===== src/rtl/mem_access_ctrl.sv =====
// -----------------------------------------------------------------------------
// mem_access_ctrl
//
// Bridges a single-request CPU load/store port onto an asynchronous RAM
// handshake (MOV/MOC). The request is latched on Start, checked for a legal
// MIPS load/store opcode and natural alignment, then issued as one RAM access
// (two for doubleword opcodes). Completion, with or without an error, is
// reported by a one-cycle Done pulse.
//
// Handshakes:
//   CPU side : Start is sampled only while idle; the request (OpCode, Addr,
//              WrData) is captured on that edge and may change afterwards.
//              Busy is high from the next cycle until the Done cycle
//              inclusive. Done pulses once; Err/ErrCode/RdData are valid
//              while Done is high.
//   RAM side : RamAddr, RamOpCode, ReadWrite and RamDataIn become valid one
//              cycle before MOV rises and stay stable while MOV is high. The
//              RAM answers by raising MOC (asynchronous). MOC is synchronized;
//              RamDataOut is sampled once the synchronized MOC is seen, so it
//              has been stable for at least two cycles. MOV then drops and
//              stays low for at least two cycles before any further rise.
//
// Parameters:
//   MIN_WAIT   cycles after MOV rises during which synchronized MOC is ignored
//   TIMEOUT    cycles allowed per RAM access before a timeout error
//
// Ports:
//   Clk, Reset                     clock, synchronous active-high reset
//   Start, OpCode, Addr, WrData    CPU request
//   RdData, Done, Busy, Err,
//   ErrCode                        CPU response (01 misaligned, 10 bad
//                                  opcode, 11 timeout)
//   MOV, ReadWrite, RamAddr,
//   RamDataIn, RamOpCode           RAM request (ReadWrite 1 = read)
//   RamDataOut, MOC                RAM response
//   DbgState                       current controller state, for debug
// -----------------------------------------------------------------------------
module mem_access_ctrl #(
   parameter int MIN_WAIT = 2,
   parameter int TIMEOUT  = 64
) (
   input  logic        Clk,
   input  logic        Reset,
   input  logic        Start,
   input  logic [5:0]  OpCode,
   input  logic [8:0]  Addr,
   input  logic [63:0] WrData,
   output logic [63:0] RdData,
   output logic        Done,
   output logic        Busy,
   output logic        Err,
   output logic [1:0]  ErrCode,
   output logic        MOV,
   output logic        ReadWrite,
   output logic [8:0]  RamAddr,
   output logic [31:0] RamDataIn,
   output logic [5:0]  RamOpCode,
   input  logic [31:0] RamDataOut,
   input  logic        MOC,
   output logic [2:0]  DbgState
);

   typedef enum logic [2:0] {
      S_IDLE  = 3'd0,
      S_CHECK = 3'd1,
      S_ISSUE = 3'd2,
      S_WAIT  = 3'd3,
      S_GAP   = 3'd4,
      S_FIN   = 3'd5
   } state_t;

   // One counter serves both the WAIT (mask + timeout) and GAP phases.
   localparam int CNT_MAX = (TIMEOUT > MIN_WAIT) ? TIMEOUT : MIN_WAIT;
   localparam int CW      = $clog2(CNT_MAX + 2);
   localparam logic [CW-1:0] MIN_WAIT_C = CW'(MIN_WAIT);
   localparam logic [CW-1:0] TO_LAST_C  = CW'(TIMEOUT - 1);
   localparam logic [CW-1:0] GAP_LAST_C = CW'(1);

   state_t        state_q;
   logic [5:0]    op_q;
   logic [8:0]    addr_q;
   logic [63:0]   wdata_q;
   logic [63:0]   rd_buf_q;
   logic          phase2_q;
   logic          moc_meta_q;
   logic          moc_sync_q;
   logic [CW-1:0] cnt_q;
   logic [CW-1:0] cnt_d;

   // Decode of the latched request
   logic op_ok;
   logic op_read;
   logic op_dw;
   logic align_bad;

   always_comb begin
      op_ok     = 1'b1;
      op_read   = 1'b1;
      op_dw     = 1'b0;
      align_bad = 1'b0;
      case (op_q)
         6'b100000, 6'b100100: align_bad = 1'b0;             // byte loads
         6'b100001, 6'b100101: align_bad = addr_q[0];        // halfword loads
         6'b100011:            align_bad = |addr_q[1:0];     // word load
         6'b110101: begin                                     // doubleword load
            op_dw     = 1'b1;
            align_bad = |addr_q[2:0];
         end
         6'b101000: op_read = 1'b0;                           // byte store
         6'b101001: begin                                     // halfword store
            op_read   = 1'b0;
            align_bad = addr_q[0];
         end
         6'b101011: begin                                     // word store
            op_read   = 1'b0;
            align_bad = |addr_q[1:0];
         end
         6'b111111: begin                                     // doubleword store
            op_read   = 1'b0;
            op_dw     = 1'b1;
            align_bad = |addr_q[2:0];
         end
         default:   op_ok = 1'b0;
      endcase
   end

   assign cnt_d    = cnt_q + CW'(1);
   assign DbgState = state_q;

   always_ff @(posedge Clk) begin
      if (Reset) begin
         state_q    <= S_IDLE;
         op_q       <= '0;
         addr_q     <= '0;
         wdata_q    <= '0;
         rd_buf_q   <= '0;
         phase2_q   <= 1'b0;
         moc_meta_q <= 1'b0;
         moc_sync_q <= 1'b0;
         cnt_q      <= '0;
         RdData     <= '0;
         Done       <= 1'b0;
         Busy       <= 1'b0;
         Err        <= 1'b0;
         ErrCode    <= 2'b00;
         MOV        <= 1'b0;
         ReadWrite  <= 1'b1;
         RamAddr    <= '0;
         RamDataIn  <= '0;
         RamOpCode  <= '0;
      end else begin
         moc_meta_q <= MOC;
         moc_sync_q <= moc_meta_q;
         Done       <= 1'b0;

         case (state_q)
            S_IDLE: begin
               if (Start) begin
                  op_q    <= OpCode;
                  addr_q  <= Addr;
                  wdata_q <= WrData;
                  Busy    <= 1'b1;
                  Err     <= 1'b0;
                  ErrCode <= 2'b00;
                  state_q <= S_CHECK;
               end
            end

            S_CHECK: begin
               // Bad opcode is reported ahead of misalignment.
               if (!op_ok) begin
                  Err     <= 1'b1;
                  ErrCode <= 2'b10;
                  Done    <= 1'b1;
                  state_q <= S_FIN;
               end else if (align_bad) begin
                  Err     <= 1'b1;
                  ErrCode <= 2'b01;
                  Done    <= 1'b1;
                  state_q <= S_FIN;
               end else begin
                  RamAddr   <= addr_q;
                  RamOpCode <= op_q;
                  ReadWrite <= op_read;
                  RamDataIn <= op_dw ? wdata_q[63:32] : wdata_q[31:0];
                  phase2_q  <= 1'b0;
                  rd_buf_q  <= '0;
                  state_q   <= S_ISSUE;
               end
            end

            // RAM bus was set up on entry; MOV follows one cycle later.
            S_ISSUE: begin
               MOV     <= 1'b1;
               cnt_q   <= '0;
               state_q <= S_WAIT;
            end

            S_WAIT: begin
               // The MIN_WAIT mask hides a MOC still high from the previous
               // access working its way through the synchronizer.
               if (moc_sync_q && (cnt_q >= MIN_WAIT_C)) begin
                  if (op_read) begin
                     if (op_dw && !phase2_q) rd_buf_q[63:32] <= RamDataOut;
                     else                    rd_buf_q[31:0]  <= RamDataOut;
                  end
                  MOV     <= 1'b0;
                  cnt_q   <= '0;
                  state_q <= S_GAP;
               end else if (cnt_q == TO_LAST_C) begin
                  // Any pending doubleword phase is abandoned.
                  MOV     <= 1'b0;
                  Err     <= 1'b1;
                  ErrCode <= 2'b11;
                  Done    <= 1'b1;
                  state_q <= S_FIN;
               end else begin
                  cnt_q <= cnt_d;
               end
            end

            S_GAP: begin
               if (cnt_q == GAP_LAST_C) begin
                  cnt_q <= '0;
                  if (op_dw && !phase2_q) begin
                     phase2_q  <= 1'b1;
                     RamDataIn <= wdata_q[31:0];
                     state_q   <= S_ISSUE;
                  end else begin
                     if (op_read) RdData <= rd_buf_q;
                     Done    <= 1'b1;
                     state_q <= S_FIN;
                  end
               end else begin
                  cnt_q <= cnt_d;
               end
            end

            S_FIN: begin
               Busy    <= 1'b0;
               state_q <= S_IDLE;
            end

            default: state_q <= S_IDLE;
         endcase
      end
   end

endmodule


===== config.mk =====
export PLATFORM = sky130hd
export DESIGN_NAME = mem_access_ctrl
export DESIGN_NICKNAME = d
export VERILOG_FILES = /design/src/rtl/mem_access_ctrl.sv
export SDC_FILE = /design/constraint.sdc
export NUM_CORES = 1
export LEC_CHECK = 0
export CAP_MARGIN = 20
export CORE_MARGIN = 2
export CORE_UTILIZATION = 54
export DETAILED_ROUTE_END_ITERATION = 7
export PLACE_DENSITY = 0.89
export SLEW_MARGIN = 20
export SYNTH_ARGS = -nofsm -noshare
export SYNTH_HDL_FRONTEND = slang
export SYNTH_SLANG_ARGS = --single-unit

===== constraint.sdc =====
create_clock -name Clk -period 3.6 [get_ports Clk]
set_input_delay 0.36 -clock Clk [delete_from_list [all_inputs] [get_ports Clk]]
set_output_delay 0.36 -clock Clk [all_outputs]
set_load 0.02 [all_outputs]

; Yosys cells after proc, flatten, opt, wreduce, memory -nomap -nowiden
; Cells that the tools add are included.
[op_classes]
addsub = 1
mul = 0
n_div = 0
order_cmp = 1
n_eq_ne = 31
shifts = 0
mux = 58
n_bitwise = 3
n_reduce_logical = 28
[op_table]
columns = operator, n
row1 = 64-bit 2-to-1 mux, 4
row2 = 32-bit 2-to-1 mux, 7
row3 = 64-bit one-hot mux with 2 select lines, 1
row4 = 32-bit one-hot mux with 2 select lines, 1
row5 = "6-bit == test, second input constant", 10
row6 = "2-bit != test, second input constant", 11
row7 = 1-bit 2-to-1 mux, 21
row8 = 3-bit 2-to-1 mux, 7
row9 = 7-bit 2-to-1 mux, 3
row10 = 7-bit one-hot mux with 3 select lines, 1
row11 = 3-bit one-hot mux with 5 select lines, 1
row12 = 6-bit AND reduction, 2
row13 = 2-bit 2-to-1 mux, 5
row14 = 5-bit AND reduction, 2
row15 = 10-bit OR reduction, 1
row16 = "3-bit != test, second input constant", 3
row17 = 1-bit one-hot mux with 3 select lines, 3
row18 = 2-bit AND reduction, 4
row19 = 2-bit nonzero test, 4
row20 = "7-bit by 1-bit adder with 7-bit output, second input constant", 1
row21 = "7-bit by 1-bit == test with 1-bit output, second input constant", 1
row22 = "7-bit by 6-bit == test with 1-bit output, second input constant", 1
row23 = "7-bit by 2-bit >= comparator with 1-bit output, second input constant", 1
row24 = "3-bit by 2-bit == test with 1-bit output, second input constant", 2
row25 = 14 further kinds, 25
[totals]
regBits = 274
latchBits = 0
mem_bits_rw = 0
rom_bits = 0
in_bits = 115
out_inout_bits = 121
wordCells = 142
memories = 0

; Depth between registers and ports, before layout
; Gate-level depths: netlist of the first run.
[depth]
word_depth = 8
ltp_mapped = 10
ltp_nobuf = 8

; Worst setup path before layout of the first run
; OpenSTA, ideal clock, no wires.
[synth_timing]
path_type = reg-to-reg
startpoint = register state_q[2], in the netlist DbgState[2]
endpoint = register RdData[0]
setup_ps = 70
arrival_time_ps = 1833
required_ps = 3530
setup_slack_ps = 1696
stages_incl_launch_ff = 8
path_buffers = 2
synth_period_minus_slack_ps = 1904
path_cell_list = dfxtp_1 -> buf_2 -> nor2b_1 -> nand4_1 -> nor3_2 -> buf_2 -> nand2_1 -> a21oi_1
[synth_via]
elab_chain_len = 2
[synth_lines]
columns = item, line_no
row1 = "start, declared", 79  ; state_t state_q;
row2 = "start signal, assigned", 132  ; state_q <= S_IDLE;
row3 = "start signal, assigned", 165  ; state_q <= S_CHECK;
row4 = "start signal, assigned", 175  ; state_q <= S_FIN;
row5 = 3-bit == test, 156  ; case (state_q)
row6 = 4-bit AND reduction (no source line), -
row7 = "end signal, assigned", 230  ; if (op_read) RdData <= rd_buf_q;
row8 = "end, declared", 48  ; output logic [63:0] RdData,
; Every way passes these cells.
; A chain may end at the register's enable or synchronous reset.

; Final worst setup path of the first run
[layout_timing]
startpoint = register op_q[0]
endpoint = register RdData[62]
[layout_via]
elab_chain_len = 6
word_cells_on_any_way = 12
classes_between = eq/ne (5) / mux (1) / bitwise (2) / reduce/logical (4)
[layout_lines]
columns = item, line_no
row1 = "start, declared", 80  ; logic [5:0] op_q;
row2 = "start signal, assigned", 159  ; op_q <= OpCode;
row3 = 6-bit == test, 101  ; case (op_q)
row4 = 2-bit OR reduction (no source line), -
row5 = 1-bit 2-to-1 mux, 101
row6 = 1-bit logical AND, 225  ; if (op_dw && !phase2_q) begin
row7 = 1-bit NOT (no source line), -
row8 = 4-bit AND reduction (no source line) *, -
; Mark *: on every way between the ends. The rest lies on a longest branch, timed or not.

==> run metrics, run 1 <==
pin count of the biggest net entering global routing 110; drt drc 0; GRT Util Overall 26.0%; Final min period 2.91 ns; worst r2r src op_q[0]; Synth Register Bits 274; layout cell share with drive strength beyond 1 5.69%; grt ovf 0; final WL 27500 um; Placed Instances 1654; clock sinks 274; Clock power frac 42.2%; Worst Path Required a little over 4 ns; status finished, final reports clean; post-route insts no fill 1707; unrepaired setup endpoints after global routing no; CP Cell Sequence nand4_1, nor3_2, nor2_1, nand2b_2, buf_4, nand2_1, a21oi_1; Psw 1670 uW; Worst Setup Start Kind register; via count 9275; first-iteration detailed-routing DRC count 501; routed length per instance approximately 16 um; Core Area 19300 um^2; crit end category register; first-pass GRT wire length 44100 um; Placed Area 12900 um^2; Critical path buffers and inverters 1; Min-Delay Path Class in -> reg; hold depth 3; clock transition at the registers of the reported paths 0.06 ns; Final ANT Viol Nets 0; FFs w/ async S/R, synth 0%; final hold vios 0; total setup buffers inserted after CTS 0; Slowest cell on crit path nand2b_2; Final Max Tran Viols 0; Slew @ Worst Pin 1.09 ns; length in cells of the worst reg-to-reg path 7; flop2flop setup slack 0.69 ns; H-tree levels 1; die area 20700 um^2; Post-Synthesis Cells 1230; setup TNS 0 ns; max-cap check violation count 0; Pint 5210 uW; CP peak stage delay 0.77 ns; Clock Tree Buf Depth 3; Root Buffer clkbuf_16; hold path startpoint WrData[56]; Setup CP Type reg -> reg; HPWL after DPL 17200 um; Synth cell types 49; critical path's top delay family simple AND/OR/NAND/NOR gates; clk_lat worst skew about 0.53 ns; first-pass iteration count of the detailed router 5; Top FF cell, synth dfxtp_1; cell area after synthesis 10500 um^2; Pleak just over 0.005 uW; starting density of the core a little over half; Setup-failing EPs final 0; fraction of power spent switching nets 24.3%; Hold Path End wdata_q[56]; Mean Syn Cell Area 8.57 um^2; Die Span X 144 um; fmax 0.343 GHz; n_diodes 0; num ports 236; CTS tree yes; Critical Path AT roughly 3.4 ns; Syn Nets 1348; port buffer count 235; Final Cycle Share 80.9%; vias in the first global route slightly above 9000; post-route cell area 13900 um^2; Seq/Total Area, Yosys roughly 52%; Via density 5.43; initial antenna violation count 0; reg-to-reg critical path endpoint RdData[62]; TritonCTS Buffers 28; routability cong. between 0.8 and 0.9; Nets roughly 1500; worst-path maximum fanout 53; die height around 140 um; Max VDD drop 0.358 mV; Flop pwr share 47.2%; Post-synth EDFFs 0; area grow syn2layout 31.7%; PwrDens roughly 500 nW/um^2; Synthesis Warnings 0; row cnt 51; max_slew headroom around 27%; Logic pwr share 10.6%; Final Skew 0.00592 ns
-- per-layer routing --
| layer | up-vias | wire, um | global-route usage [%] |
|---|---|---|---|
| li1 | 4507 | - | - |
| met1 | 4358 | 11100 | 31.4 |
| met3 | 66 | 2400 | 7.43 |
| met4 | 0 | 700 | 9.18 |
| met2 | 344 | 13300 | 44.4 |
| met5 | - | 0 | 0 |
-- cells in the final DEF (no fill, tap or decap), drive strengths merged, types with 2 or more instances in the layout --
master	Yosys	final
nor2b	7	7
nand2b	7	7
dfxtp	274	274
buf	41	17
o21ai	11	11
mux2i	96	96
inv	6	7
bufinv	0	2
nor4	2	2
clkbuf	51	42
a211oi	35	35
nor2	23	23
nor3	43	43
o211ai	2	2
or3	2	2
clkinv	1	8
o21a	3	3
a21o	2	2
nor3b	3	3
nand3	35	35
a31oi	2	2
nand2	386	386
ha	3	3
clkdlybuf4s50	0	234
a21boi	2	2
a21oi	170	170
nand4	4	4
xnor2	5	5
-- worst max-delay path by stage --
| stage | endpoint | startpoint | cells past startpoint | slack (ns) |
|---|---|---|---|---|
| after floorplan | RdData[0] | DbgState[2] | 7 | 1.70 |
| after global placement | RdData[25] | cnt_q[1] | 9 | 0.87 |
| after detailed placement | RdData[62] | op_q[0] | 7 | 0.72 |
| after CTS | RdData[62] | op_q[2] | 7 | 0.73 |
| after global routing | RdData[28] | op_q[2] | 7 | 0.42 |
| final | RdData[62] | op_q[0] | 7 | 0.69 |
-- synthesized netlist by cell type (5+ instances only) --
cell	instances	share of area, %
nand2_1	386	14
dfxtp_1	274	52
a21oi_1	168	8.0
mux2i_1	96	9.1
clkbuf_1	51	1.8
nor3_1	39	1.9
nand3_1	35	1.7
a211oi_1	34	2.4
buf_2	29	1.4
nor2_1	22	0.78
o21ai_0	9	0.43
buf_6	7	0.75
nand2b_1	7	0.42
nor2b_1	7	0.42
inv_1	6	0.21
buf_4	5	0.36
xnor2_1	5	0.42
-- cells by family after synthesis --
kind of cell,count (synthesis),synth area share [%]
flops,274,52.0
xor+xnor,6,0.570
simple gates,518,20.4
mux,96,9.11
compound gates,234,13.0
buf+inv,99,4.54
fa+ha+maj,3,0.356
-- state kept, by name, indices dropped and copies added, names as in the netlist, 2 cells and up --
name / cells
wdata_q: 64
rd_buf_q: 64
op_q: 6
DbgState: 3
RdData: 64
RamOpCode: 6
RamAddr: 9
ErrCode: 2
addr_q: 9
RamDataIn: 32
cnt_q: 7
-- worst register-to-register path, delay by kind of cell (launching register included) --
| family | cells | cell delay [ns] |
|---|---|---|
| AND/OR/NAND/NOR | 5 | 1.84 |
| flip-flops | 1 | 0.45 |
| buffers and inverters | 1 | 0.38 |
| AO/OA/AOI/OAI | 1 | 0.16 |
-- stage by stage --
stage / worst slack [ns] / util (%) / total power [uW] / hold slack, ns
6_report: 0.688 / 71.8 / 6880 / 0.369
5_1_grt: 0.421 / 71.8 / 7140 / 0.361
4_1_cts: 0.726 / 71.8 / 6920 / 0.354
3_5_place_dp: 0.721 / 66.9 / 4030 / 0.426
3_3_place_gp: 0.874 / 66.9 / 4010 / 0.425
2_1_floorplan: 1.70 / - / 3740 / 0.414
-- what timing repair did --
action	4_1_cts	5_1_grt
gates resized for setup	0	0
endpoints found under the setup margin	0	0
hold endpoints to repair	1	0
hold buffers	1	0
-- layout make-up --
| type | instances | area, um^2 |
|---|---|---|
| Inverter | 7 | 26.3 |
| Clock buffer | 42 | 833 |
| Clock inverter | 10 | 111 |
| Sequential cell | 274 | 5490 |
| Tap cell | 265 | 332 |
| Multi-Input combinational cell | 857 | 4620 |
| Fill cell | 1422 | 5450 |
| Timing Repair Buffer | 252 | 2480 |
-- power groups by stage --
stage | sequential (uW) | clock [uW] | combinational, uW
finish | 3250 | 2900 | 729
global route | 3260 | 3070 | 804
CTS | 3250 | 2940 | 731
detailed placement | 3310 | 0 | 722
global placement | 3310 | 0 | 708
floorplan | 3320 | 0 | 424
No activity file was read; power rests on OpenSTA's default activity.
==> run 2: changes to the inputs <==
CORE_UTILIZATION = 50   (was 54)
PLACE_DENSITY = 0.83   (was 0.89)
clock period = 2.8 ns   (was 3.6 ns; I/O delays follow)
==> run metrics, run 2 (synthesis gave the netlist of run 1 again) <==
status finished, final reports clean; routability cong. 0.798; Root Buffer clkbuf_16; Die Span X 149 um; Psw 2130 uW; Slew @ Worst Pin 0.784 ns; Worst Setup Start Kind register; Nets 1542; post-route cell area 14000 um^2; die area 22300 um^2; Placed Instances 1669; Worst Path Required around 3.2 ns; Pint roughly 7000 uW; post-route insts no fill 1720; initial antenna violation count 1; hold depth 2; Hold WS 0.133 ns; layout cell share with drive strength beyond 1 5.89%; Final Skew 0.00819 ns; clock transition at the registers of the reported paths ~0.06 ns; port buffer count 235; CTS Hold Bufs 0; worst-path maximum fanout 49; row cnt 53; Critical Path AT 2.87 ns; Flop pwr share 46.6%; fillers 1696; Logic pwr share 10.7%; critical path depth 7; Clock power frac 42.7%; Final Cycle Share 87.0%; fmax 0.410 GHz; starting density of the core 50.5%; length in cells of the worst reg-to-reg path 7; first-pass iteration count of the detailed router 5; area grow syn2layout 32.9%; drt drc 0; Setup CP Type reg -> reg; GRT Util Overall 23.5%; die height approximately 150 um; CTS tree yes; max-cap check violation count 0; first-iteration detailed-routing DRC count between 500 and 600; CP peak stage delay 0.51 ns; clock sinks 274; pin count of the biggest net entering global routing 81; Critical path buffers and inverters 1; most common cell after layout, fill and taps aside nand2_1; grt ovf 0; flop2flop setup slack around 0.36 ns; fraction of power spent switching nets 23.8%; Core Area 20900 um^2; max_slew headroom 47.8%; unrepaired setup endpoints after global routing no; crit end category register; TritonCTS Buffers 28; Slowest cell on crit path buf_4; PwrDens 640 nW/um^2; HPWL after DPL between 15000 and 20000 um; via count 9090; final hold vios 0; Final min period ~2.4 ns; Min-Delay Path Class in -> reg; Placed Area 13000 um^2; routed length per instance 15.6 um; Final Max Tran Viols 0; post_cts resized 0; critical path's top delay family simple AND/OR/NAND/NOR gates; setup TNS 0 ns; H-tree levels 1; Clock Tree Buf Depth 3; Max VDD drop 0.466 mV; num ports about 240; Pleak ~0.0051 uW; first-pass GRT wire length 43200 um; clk_lat worst skew 0.53 ns; Final WS setup ~0.36 ns; commonest non-fill, non-tap cells in the layout 386 x nand2_1, 274 x dfxtp_1, 234 x clkdlybuf4s50_1, 168 x a21oi_1, 96 x mux2i_1; Setup-failing EPs final 0; DP Worst Slack 0.331 ns; vias in the first global route 8747; Via density 5.28; total setup buffers inserted after CTS 0; Regs by FF count RdData (64), rd_buf_q (64), wdata_q (64); CP Cell Sequence xor2_2, nor2_1, o32ai_2, and4_2, buf_4, nor3_1, a211oi_1; final WL approximately 27000 um; Final ANT Viol Nets 0
run 2: cell types whose count changed in the layout (fill, tap and decap cells not counted), sizes merged:
cell,before,now
clkinv,8,3
clkinvlp,0,2
bufinv,2,3
buf,17,22
diode,0,1
dlygate4sd3,1,0
run 2: final timing paths:
| check | start | to |
|---|---|---|
| max | op_q[1] | RamDataIn[13] |
| min | Reset | RdData[25] |
| max reg2reg | op_q[1] | RamDataIn[13] |
| min reg2reg | moc_meta_q | moc_sync_q |
run 2: layout make-up:
cell class	count	area [um^2]	share of cell area [%]
sequential	274	5490	39.1
clock inverter	8	120	0.857
antenna	1	2.50	0.0179
multi-input combinational	857	4620	32.9
inverter	7	26.3	0.188
timing repair buffer	256	2570	18.4
clock buffer	42	845	6.03
tap	275	344	2.46
run 2: stage by stage:
| step | total power [uW] | util [%] |
|---|---|---|
| after global placement | 5180 | 62.4 |
| after CTS | 9030 | 67.1 |
| after floorplan | 4810 | - |
| final | 8960 | 67.1 |
| after global routing | 9310 | 67.1 |
| after detailed placement | 5210 | 62.4 |
run 2: routing by layer:
layer | track usage (%) | part of all wire [%] | vias to the layer above
met1 | 29.8 | 42 | 4227
li1 | - | - | 4529
met2 | 39.7 | 48 | 289
met5 | 0 | 0 | -
met3 | 6.85 | 8.6 | 45
met4 | 5.67 | 1.8 | 0
run 2: power groups by stage:
stage / Combinational, uW / Sequential, uW / Clock [uW]
3_5_place_dp: 953 / 4260 / 0
3_3_place_gp: 931 / 4250 / 0
2_1_floorplan: 545 / 4260 / 0
5_1_grt: 1050 / 4200 / 4060
6_report: 955 / 4180 / 3830
4_1_cts: 960 / 4180 / 3900
==> run 3: changes to the inputs <==
SETUP_SLACK_MARGIN = 0.2   (was not set)
==> run metrics, run 3 (synthesis gave the netlist of run 1 again) <==
status finished, final reports clean; total setup buffers inserted after CTS 0; Setup-failing EPs final 0; Via density approximately 5.3; flop2flop setup slack 0.46 ns; Final Cycle Share 83.6%; die area between 20000 and 25000 um^2; TritonCTS Buffers 28; num ports 236; final WL 26800 um; Slew @ Worst Pin 0.785 ns; Worst Setup Start Kind register; starting density of the core 50.5%; HPWL after DPL 17300 um; Slowest cell on crit path buf_4; Placed Area 13000 um^2; grt ovf 0; most common cell after layout, fill and taps aside nand2_1; clock sinks approximately 270; worst r2r src op_q[5]; Max VDD drop 0.467 mV; crit end category register; CP Cell Sequence nand4_1, nor2_1, o32ai_2, and4_2, a31oi_4, buf_4, mux2i_1; commonest non-fill, non-tap cells in the layout 386 x nand2_1, 274 x dfxtp_1, 234 x clkdlybuf4s50_1, 168 x a21oi_1, 96 x mux2i_1; vias in the first global route 8747; Hold Path End RdData[26]; worst-path maximum fanout 32; pin count of the biggest net entering global routing between 80 and 90; length in cells of the worst reg-to-reg path 7; Min-Delay Path Class in -> reg; reg-to-reg critical path endpoint rd_buf_q[50]; Final Max Tran Viols 0; row cnt 53; hold path startpoint Reset; first-pass iteration count of the detailed router 5; Regs by FF count RdData (64), rd_buf_q (64), wdata_q (64); DP Worst Slack between 0.3 and 0.4 ns; Pleak 0.00515 uW; CP peak stage delay 0.49 ns; Hold WS 0.136 ns; routed length per instance between 15 and 20 um; clock transition at the registers of the reported paths about 0.060 ns; layout cell share with drive strength beyond 1 5.89%; Final min period ~2.3 ns; PwrDens 640 nW/um^2; unrepaired setup endpoints after global routing no; drt drc 0; CTS tree yes; post-route cell area 14000 um^2; port buffer count 235; first-iteration detailed-routing DRC count 525; clk_lat worst skew about 0.53 ns; Worst Path Required 3.24 ns; total chip power around 9000 uW; max_slew headroom 47.7%; Critical Path AT 2.78 ns; max-cap check violation count 0; fillers 1696; Final ANT Viol Nets 0; setup TNS 0 ns; Die Span X 149 um; via count around 9100; initial antenna violation count 1; die height roughly 150 um; Root Buffer clkbuf_16; Core Area 20900 um^2; Clock Tree Buf Depth 3; first-pass GRT wire length 43200 um; Final Skew 0.00977 ns; final hold vios 0; hold depth 2; area grow syn2layout 32.9%; GRT Util Overall around a quarter; fmax 0.427 GHz; H-tree levels 1; routability cong. 0.798; Nets 1542; Final WS setup 0.459 ns; Setup CP Type reg -> reg
run 3: cell counts in the layout (fill, tap and decap cells not counted):
No cell type changed its count.
run 3: worst max-delay path: cells and delay by family, from the launching register on:
| family | cells | cell delay [ns] |
|---|---|---|
| flip-flops | 1 | 0.43 |
| AND/OR/NAND/NOR | 3 | 0.75 |
| multiplexers | 1 | 0.28 |
| AO/OA/AOI/OAI | 2 | 0.27 |
| buffers and inverters | 1 | 0.49 |
run 3: worst max-delay path by stage:
stage	start	endpoint	slack (ns)
floorplan	DbgState[2]	RdData[0]	0.90
global placement	op_q[3]	ErrCode[1]	0.48
detailed placement	op_q[1]	RamDataIn[30]	0.33
CTS	op_q[1]	RamDataIn[30]	0.33
global route	cnt_q[1]	RdData[58]	0.25
finish	op_q[5]	rd_buf_q[50]	0.46
run 3: layout make-up:
type	count	area (um^2)	share of cell area, %
Sequential cell	274	5490	39.1
Multi-Input combinational cell	857	4620	32.9
Timing Repair Buffer	256	2580	18.4
Clock buffer	42	845	6.03
Tap cell	275	344	2.45
Clock inverter	8	120	0.857
Inverter	7	26.3	0.187
Antenna cell	1	2.50	0.0179
run 3: repair_timing:
item                                    4_1_cts  5_1_grt
gates resized for setup                       0        1
hold buffers                                  0        0
endpoints found under the setup margin        0        5
run 3: where the power goes:
group	switching, uW	total, uW	leakage (uW)	internal [uW]
sequential	112	4180	0.00222	4070
combinational	536	955	0.00246	420
clock	1490	3830	0.000469	2350
total	2140	8970	0.00515	6830
run 3: per-layer routing:
metal	GRT usage [%]	share of wire, %	routed length [um]	vias to the layer above
li1	-	-	-	4526
met1	29.8	42	11200	4248
met2	39.7	48	12700	297
met3	6.85	8.7	2340	47
met4	5.67	1.8	486	0
met5	0	0	0	-
run 3: per-stage QoR:
stage / utilization, % / cells
finish: 67.1 / 1720
global placement: 62.4 / 1669
floorplan: - / 1230
CTS: 67.1 / 1719
detailed placement: 62.4 / 1669
global route: 67.1 / 1719
